`src/rtl/layer1_accum_writeback_if.sv`:
```
// Partial-sum input stream and pixel-result output stream of the layer-1 writeback block.
// Latency n/a; valid/ready on both streams, the slave stalls in_ready while its result is unaccepted.
interface layer1_accum_writeback_if #(
  parameter int WORDLENGTH = 16,
  parameter int ADDR_W     = 10
);
  logic                    in_valid;
  logic                    in_ready;
  logic [8*WORDLENGTH-1:0] in_ch;
  logic                    out_valid;
  logic                    out_ready;
  logic [8*WORDLENGTH-1:0] out_data;
  logic [ADDR_W-1:0]       out_addr;

  modport master (
    output in_valid, in_ch, out_ready,
    input  in_ready, out_valid, out_data, out_addr
  );

  modport slave (
    input  in_valid, in_ch, out_ready,
    output in_ready, out_valid, out_data, out_addr
  );
endinterface

```
`src/rtl/layer1_accum_writeback.sv`:
```
// Accumulates TAPS partial-sum beats per pixel, adds bias, optional ReLU, saturates to Q6.10.
// Latency 1 cycle after the final beat; input stalls while a result is held unaccepted.
module layer1_accum_writeback #(
  parameter int WORDLENGTH = 16,
  parameter int ACC_W      = 24,
  parameter int TAPS       = 9,
  parameter int PIXELS     = 900,
  parameter int ADDR_W     = 10,
  parameter bit RELU_EN    = 1'b1
) (
  input  logic                    clk,
  input  logic                    rst,
  input  logic                    start,
  input  logic [8*WORDLENGTH-1:0] bias,
  layer1_accum_writeback_if.slave bus,
  output logic                    busy,
  output logic                    layer_done
);
  localparam int TAP_W = (TAPS > 1) ? $clog2(TAPS) : 1;
  localparam logic [TAP_W-1:0]        TAP_LAST = TAP_W'(TAPS - 1);
  localparam logic [ADDR_W-1:0]       PIX_LAST = ADDR_W'(PIXELS - 1);
  localparam logic signed [ACC_W-1:0] SAT_HI   = ACC_W'((1 << (WORDLENGTH - 1)) - 1);
  localparam logic signed [ACC_W-1:0] SAT_LO   = ~SAT_HI;

  typedef enum logic [1:0] {IDLE, ACC, DRAIN, DONE} state_t;

  state_t                  state;
  logic [TAP_W-1:0]        tap_cnt;
  logic [ADDR_W-1:0]       pix_cnt;
  logic signed [ACC_W-1:0] acc      [8];
  logic signed [ACC_W-1:0] beat_ext [8];
  logic signed [ACC_W-1:0] sum      [8];
  logic [8*WORDLENGTH-1:0] res;
  logic                    out_valid;
  logic [8*WORDLENGTH-1:0] out_data;
  logic [ADDR_W-1:0]       out_addr;
  logic                    in_ready;
  logic                    accept;

  assign in_ready      = (state == ACC) && (!out_valid || bus.out_ready);
  assign accept        = bus.in_valid && in_ready;
  assign bus.in_ready  = in_ready;
  assign bus.out_valid = out_valid;
  assign bus.out_data  = out_data;
  assign bus.out_addr  = out_addr;
  assign busy          = (state != IDLE);

  // Channel k maps to the k-th 16-bit lane counted from the MSB end (ch1 on top).
  always_comb begin
    res = '0;
    for (int k = 0; k < 8; k++) begin
      beat_ext[k] = ACC_W'($signed(bus.in_ch[(7-k)*WORDLENGTH +: WORDLENGTH]));
      sum[k] = acc[k] + beat_ext[k] + ACC_W'($signed(bias[(7-k)*WORDLENGTH +: WORDLENGTH]));
      if (RELU_EN && (sum[k] < 0)) sum[k] = '0;
      if (sum[k] > SAT_HI)      res[(7-k)*WORDLENGTH +: WORDLENGTH] = SAT_HI[WORDLENGTH-1:0];
      else if (sum[k] < SAT_LO) res[(7-k)*WORDLENGTH +: WORDLENGTH] = SAT_LO[WORDLENGTH-1:0];
      else                      res[(7-k)*WORDLENGTH +: WORDLENGTH] = sum[k][WORDLENGTH-1:0];
    end
  end

  always_ff @(posedge clk or negedge rst) begin
    if (!rst) begin
      state      <= IDLE;
      tap_cnt    <= '0;
      pix_cnt    <= '0;
      out_valid  <= 1'b0;
      out_data   <= '0;
      out_addr   <= '0;
      layer_done <= 1'b0;
      for (int k = 0; k < 8; k++) acc[k] <= '0;
    end else begin
      layer_done <= 1'b0;
      if (out_valid && bus.out_ready) out_valid <= 1'b0;
      case (state)
        IDLE: begin
          if (start) begin
            state   <= ACC;
            tap_cnt <= '0;
            pix_cnt <= '0;
          end
        end
        ACC: begin
          if (accept) begin
            if (tap_cnt == TAP_LAST) begin
              // A final beat can only be taken when the output slot is free or draining.
              out_data  <= res;
              out_addr  <= pix_cnt;
              out_valid <= 1'b1;
              tap_cnt   <= '0;
              pix_cnt   <= pix_cnt + 1'b1;
              for (int k = 0; k < 8; k++) acc[k] <= '0;
              if (pix_cnt == PIX_LAST) state <= DRAIN;
            end else begin
              tap_cnt <= tap_cnt + 1'b1;
              for (int k = 0; k < 8; k++) acc[k] <= acc[k] + beat_ext[k];
            end
          end
        end
        DRAIN: begin
          if (out_valid && bus.out_ready) begin
            state      <= DONE;
            layer_done <= 1'b1;
          end
        end
        default: state <= IDLE;
      endcase
    end
  end
endmodule
```
`src/flat_wrapper.sv`:
```
// flat-port wrapper written by rule: the top's interface ports become plain ports
module layer1_accum_writeback_flat 
#(
  parameter int WORDLENGTH = 16,
  parameter int ACC_W      = 24,
  parameter int TAPS       = 9,
  parameter int PIXELS     = 900,
  parameter int ADDR_W     = 10,
  parameter bit RELU_EN    = 1'b1
)
  (clk, rst, start, bias, busy, layer_done, bus_in_valid, bus_in_ch, bus_out_ready, bus_in_ready, bus_out_valid, bus_out_data, bus_out_addr);
  layer1_accum_writeback_if #(.WORDLENGTH(WORDLENGTH), .ADDR_W(ADDR_W)) bus_i ();
  input  logic clk;
  input  logic rst;
  input  logic start;
  input  logic [8*WORDLENGTH-1:0] bias;
  output logic busy;
  output logic layer_done;
  input wire logic [$bits(bus_i.in_valid)-1:0] bus_in_valid;
  input wire logic [$bits(bus_i.in_ch)-1:0] bus_in_ch;
  input wire logic [$bits(bus_i.out_ready)-1:0] bus_out_ready;
  output wire logic [$bits(bus_i.in_ready)-1:0] bus_in_ready;
  output wire logic [$bits(bus_i.out_valid)-1:0] bus_out_valid;
  output wire logic [$bits(bus_i.out_data)-1:0] bus_out_data;
  output wire logic [$bits(bus_i.out_addr)-1:0] bus_out_addr;
  assign bus_i.in_valid = bus_in_valid;
  assign bus_i.in_ch = bus_in_ch;
  assign bus_i.out_ready = bus_out_ready;
  assign bus_in_ready = bus_i.in_ready;
  assign bus_out_valid = bus_i.out_valid;
  assign bus_out_data = bus_i.out_data;
  assign bus_out_addr = bus_i.out_addr;
  layer1_accum_writeback #(.WORDLENGTH(WORDLENGTH), .ACC_W(ACC_W), .TAPS(TAPS), .PIXELS(PIXELS), .ADDR_W(ADDR_W), .RELU_EN(RELU_EN)) u_core (.clk(clk), .rst(rst), .start(start), .bias(bias), .bus(bus_i), .busy(busy), .layer_done(layer_done));
endmodule
```
`config.mk`:
```
export PLATFORM = sky130hd
export DESIGN_NAME = layer1_accum_writeback_flat
export DESIGN_NICKNAME = d
export VERILOG_FILES = /design/src/rtl/layer1_accum_writeback_if.sv /design/src/rtl/layer1_accum_writeback.sv /design/src/flat_wrapper.sv
export SDC_FILE = /design/constraint.sdc
export NUM_CORES = 1
export LEC_CHECK = 0
export CELL_PAD_IN_SITES_DETAIL_PLACEMENT = 1
export CELL_PAD_IN_SITES_GLOBAL_PLACEMENT = 1
export CORE_UTILIZATION = 47
export CTS_CLUSTER_SIZE = 30
export DETAILED_ROUTE_END_ITERATION = 10
export GPL_TIMING_DRIVEN = 0
export PLACE_DENSITY = 0.86
export SLEW_MARGIN = 20
export SYNTH_ARGS = -nofsm -noshare
export SYNTH_HDL_FRONTEND = slang
export SYNTH_SLANG_ARGS = --single-unit
```
`constraint.sdc`:
```
create_clock -name clk -period 12.7 [get_ports clk]
set_clock_uncertainty 0.15 [all_clocks]
set_input_delay 3.81 -clock clk [delete_from_list [all_inputs] [get_ports clk]]
set_output_delay 3.81 -clock clk [all_outputs]
set_load 0.005 [all_outputs]
```
==> flow_summary.json <==
{
  "power.internal_mw": 5.87,
  "powerDensity_nw_per_um2": 314,
  "grt_usage_pct": 32.1,
  "vdd_ir_drop_max_mv": 0.155,
  "ys_seq_area_share_pct": 27.9,
  "critical_path.max_stage_delay_ns": 0.61,
  "row_count": 94,
  "dpl_cell_area_um2": 36500,
  "swShare_pct": 50.8,
  "rrSetupSlack_ns": 6.37,
  "ctsLongestPathBuffers": 3,
  "rsz0062_at_grt": "false",
  "synth_top_area_share_pct": 27.9,
  "holdPathStages": 2,
  "startpoint_type": "input pin",
  "p_switching_mw": 6.06,
  "yosysUniqueCellTypes": 97,
  "fin_area_um2": 38000,
  "hold_start": "u_core.bus.out_addr[9]",
  "cts_sinks": 348,
  "cp.arrival_ns": 9.98,
  "cts_resized": 0,
  "worst_pin_slew_ns": 1.08,
  "worstRegToRegCells": 24,
  "cts-root-buf": "clkbuf_16",
  "ys_async_sr_fraction_pct": 100,
  "synthAdderAreaFrac_pct": 16.3,
  "via_count": 30122,
  "synth_edf_count": 0,
  "synth.area.mux_share_pct": 0.404,
  "p_comb_share_pct": 75.0,
  "gp_congestion": 0.890,
  "cp_slowest_cell": "nor4_2",
  "hpwl_um": 84900,
  "synthSimpleGateAreaFrac_pct": 16.1,
  "drtAntennaViolNets": 0,
  "crit_family": "compound AO/OA/AOI/OAI gates",
  "synthXorXnorAreaFrac_pct": 8.62,
  "drc": 0,
  "min_path_type": "reg2reg",
  "synth_top_cell_by_area": "dfrtp_1",
  "cts.reportedPaths.clkPinSlew_ns": 0.06,
  "synth_top_family_by_area": "compound AO/OA/AOI/OAI gates",
  "postSynthAreaPerCell_um2": 8.74,
  "via_per_inst": 6.11,
  "post_cts_buffers": 0,
  "drt-total-wl_um": 110000,
  "period_share_pct": 76.6,
  "htree_levels": 2,
  "ys_ff_latch": 348,
  "area_growth_pct": 21.5,
  "post_drt_wl_per_cell_um": 22.4,
  "p_leak_nw": 17.1,
  "first_iter_violations": 1525,
  "setup_viol": 0,
  "grt_max_degree": 90,
  "port_buffers": 402,
  "min_period_ns": 9.72,
  "end_kind": "flip-flop",
  "core-area_um2": 65700,
  "reg2reg_to": "u_core.bus.out_data[37]",
  "cap_viol_max_count": 0,
  "grt_remaining_overflow": 0,
  "start_util_pct": 47.6,
  "cts_tree": "yes",
  "syn_nets": 4236,
  "ys_warn_count": 0,
  "pin_count": 403,
  "slew_violations": 0,
  "numCtsBuffers": 44,
  "status": "complete, no violations",
  "synthCells": 3577,
  "hold_violations": 0,
  "synth_compound_area_share_pct": 28.0,
  "grt_pass1_wl_um": 174000,
  "die_w_um": 260,
  "synth_common_cells": "382 x ha_1, 348 x dfrtp_1, 299 x nand2_1, 288 x a21oi_1, 275 x nor2_1",
  "clk-insertion-delay-late_ns": 0.58,
  "worst-path-buf-inv": 4,
  "stdcell_count": 4926,
  "cp_max_fo": 10,
  "post_route_cells_drive_above_1_share_pct": 4.21,
  "synth_flop_cell": "dfrtp_1",
  "critical_path_class": "in2reg",
  "fmax_ghz": 0.103,
  "dieArea_um2": 67600,
  "synth_area_leaders": "dfrtp_1 28%, ha_1 15%, xnor2_1 5.6%",
  "die_h_um": 260,
  "min_to": "u_core.bus.out_addr[9]",
  "dp.cells": 4847,
  "final_nets": 4688,
  "dr.pass1.iters": 5,
  "grt_pass1_vias": 32029,
  "seq_power_share_pct": 13.7,
  "yosysMostFrequentCell": "ha_1",
  "syn_area_um2": 31300,
  "clockPowerShare_pct": 11.3,
  "antenna_found_initial": 3,
  "cts_hold_buf": 0,
  "worstReg2RegStart": "u_core.acc[48]",
  "required_ns": 12.96,
  "slew_headroom_pct": 27.8
}
sequential cells by signal, summed over array words and instances, names as in the netlist:
register / count
u_core.bus.out_addr: 10
u_core.pix_cnt: 10
u_core.tap_cnt: 4
u_core.bus.out_data: 128
u_core.layer_done: 1
u_core.bus.out_valid: 1
u_core.acc: 192
u_core.state: 2
cell families (layout without fill, tap and decap cells):
kind of cell / count (synthesis) / after routing
adder cells (fa/ha/maj): 398 / 398
other: 0 / 3
AND/OR/NAND/NOR: 1048 / 1048
flip-flops: 348 / 348
AO/OA/AOI/OAI: 1252 / 1252
multiplexers: 12 / 12
buffers and inverters: 216 / 698
XOR/XNOR: 303 / 303
worst reg2reg max path, cell delays in order, from the launching register on:
cell,delay (ns)
dfrtp_1,0.38
ha_1,0.23
fa_1,0.42
a21o_1,0.18
a21oi_1,0.28
o21bai_1,0.18
o311a_1,0.36
nor2_1,0.13
a211o_1,0.18
o21ai_0,0.18
a31oi_1,0.27
xnor2_1,0.13
ha_1,0.29
clkbuf_1,0.28
inv_1,0.10
o31ai_1,0.48
a21o_1,0.19
a21oi_1,0.07
o31ai_1,0.12
mux2_2,0.23
nand2_1,0.06
nor4_2,0.61
buf_2,0.35
a31oi_1,0.12
a21boi_0,0.16
per-stage QoR:
step,hold WS (ns),setup TNS (ns),util (%),power (mW),worst slack [ns]
2_1_floorplan,0.293,0,-,8.24,3.94
3_3_place_gp,0.303,-3085.79,55.3,10.1,-8.96
3_5_place_dp,0.314,0,55.5,10.4,2.49
4_1_cts,0.329,0,57.8,11.9,3.07
5_1_grt,0.346,0,57.8,12.9,2.63
6_report,0.326,0,57.8,11.9,2.98
worst max-delay path by stage:
stage | from | to | cells after the start
after global routing | bus_in_ch[32] | u_core.bus.out_data[37] | 25
final | bus_in_ch[32] | u_core.bus.out_data[37] | 25
after CTS | bus_in_ch[16] | u_core.bus.out_data[16] | 23
after global placement | rst | u_core.acc[111] | 1
after detailed placement | bus_in_ch[32] | u_core.bus.out_data[37] | 25
after floorplan | bus_in_ch[80] | u_core.bus.out_data[94] | 24
layout by cell type (no fill, tap or decap), types with 44 or more instances in the layout:
cell type,netlist,final
a211oi_1,45,45
a21o_1,129,129
a21oi_1,288,288
a22o_1,157,157
clkbuf_1,89,93
clkbuf_16,0,45
clkdlybuf4s50_1,0,401
dfrtp_1,348,348
ha_1,382,382
inv_1,105,105
nand2_1,299,299
nand2b_1,63,63
nand3_1,89,89
nor2_1,275,274
nor2b_1,44,44
nor3_1,85,84
o21a_1,64,64
o21ai_0,219,219
xnor2_1,201,201
xor2_1,99,99
layer usage:
metal | vias up | GRT usage, % | share of wire, %
met5 | - | 0 | 0.011
met2 | 639 | 56.1 | 49
met1 | 14998 | 40.8 | 44
met3 | 210 | 3.50 | 3.8
li1 | 14273 | - | -
met4 | 2 | 11.6 | 3.4
power groups by stage:
stage	logic, mW	clock network [mW]	registers [mW]
3_3_place_gp	8.44	0	1.63
3_5_place_dp	8.73	0	1.64
6_report	8.95	1.35	1.63
5_1_grt	9.85	1.41	1.66
2_1_floorplan	6.66	0	1.58
4_1_cts	8.86	1.37	1.63
cell type report:
| class | count | area [µm²] |
|---|---|---|
| Timing Repair Buffer | 406 | 4140 |
| Tap cell | 864 | 1080 |
| Clock inverter | 15 | 205 |
| Clock buffer | 61 | 1290 |
| Fill cell | 7793 | 27700 |
| Buffer | 111 | 473 |
| Inverter | 105 | 394 |
| Multi-Input combinational cell | 3013 | 21700 |
| Sequential cell | 348 | 8710 |
| Antenna cell | 3 | 7.51 |
(Power assumes the default switching activity.)
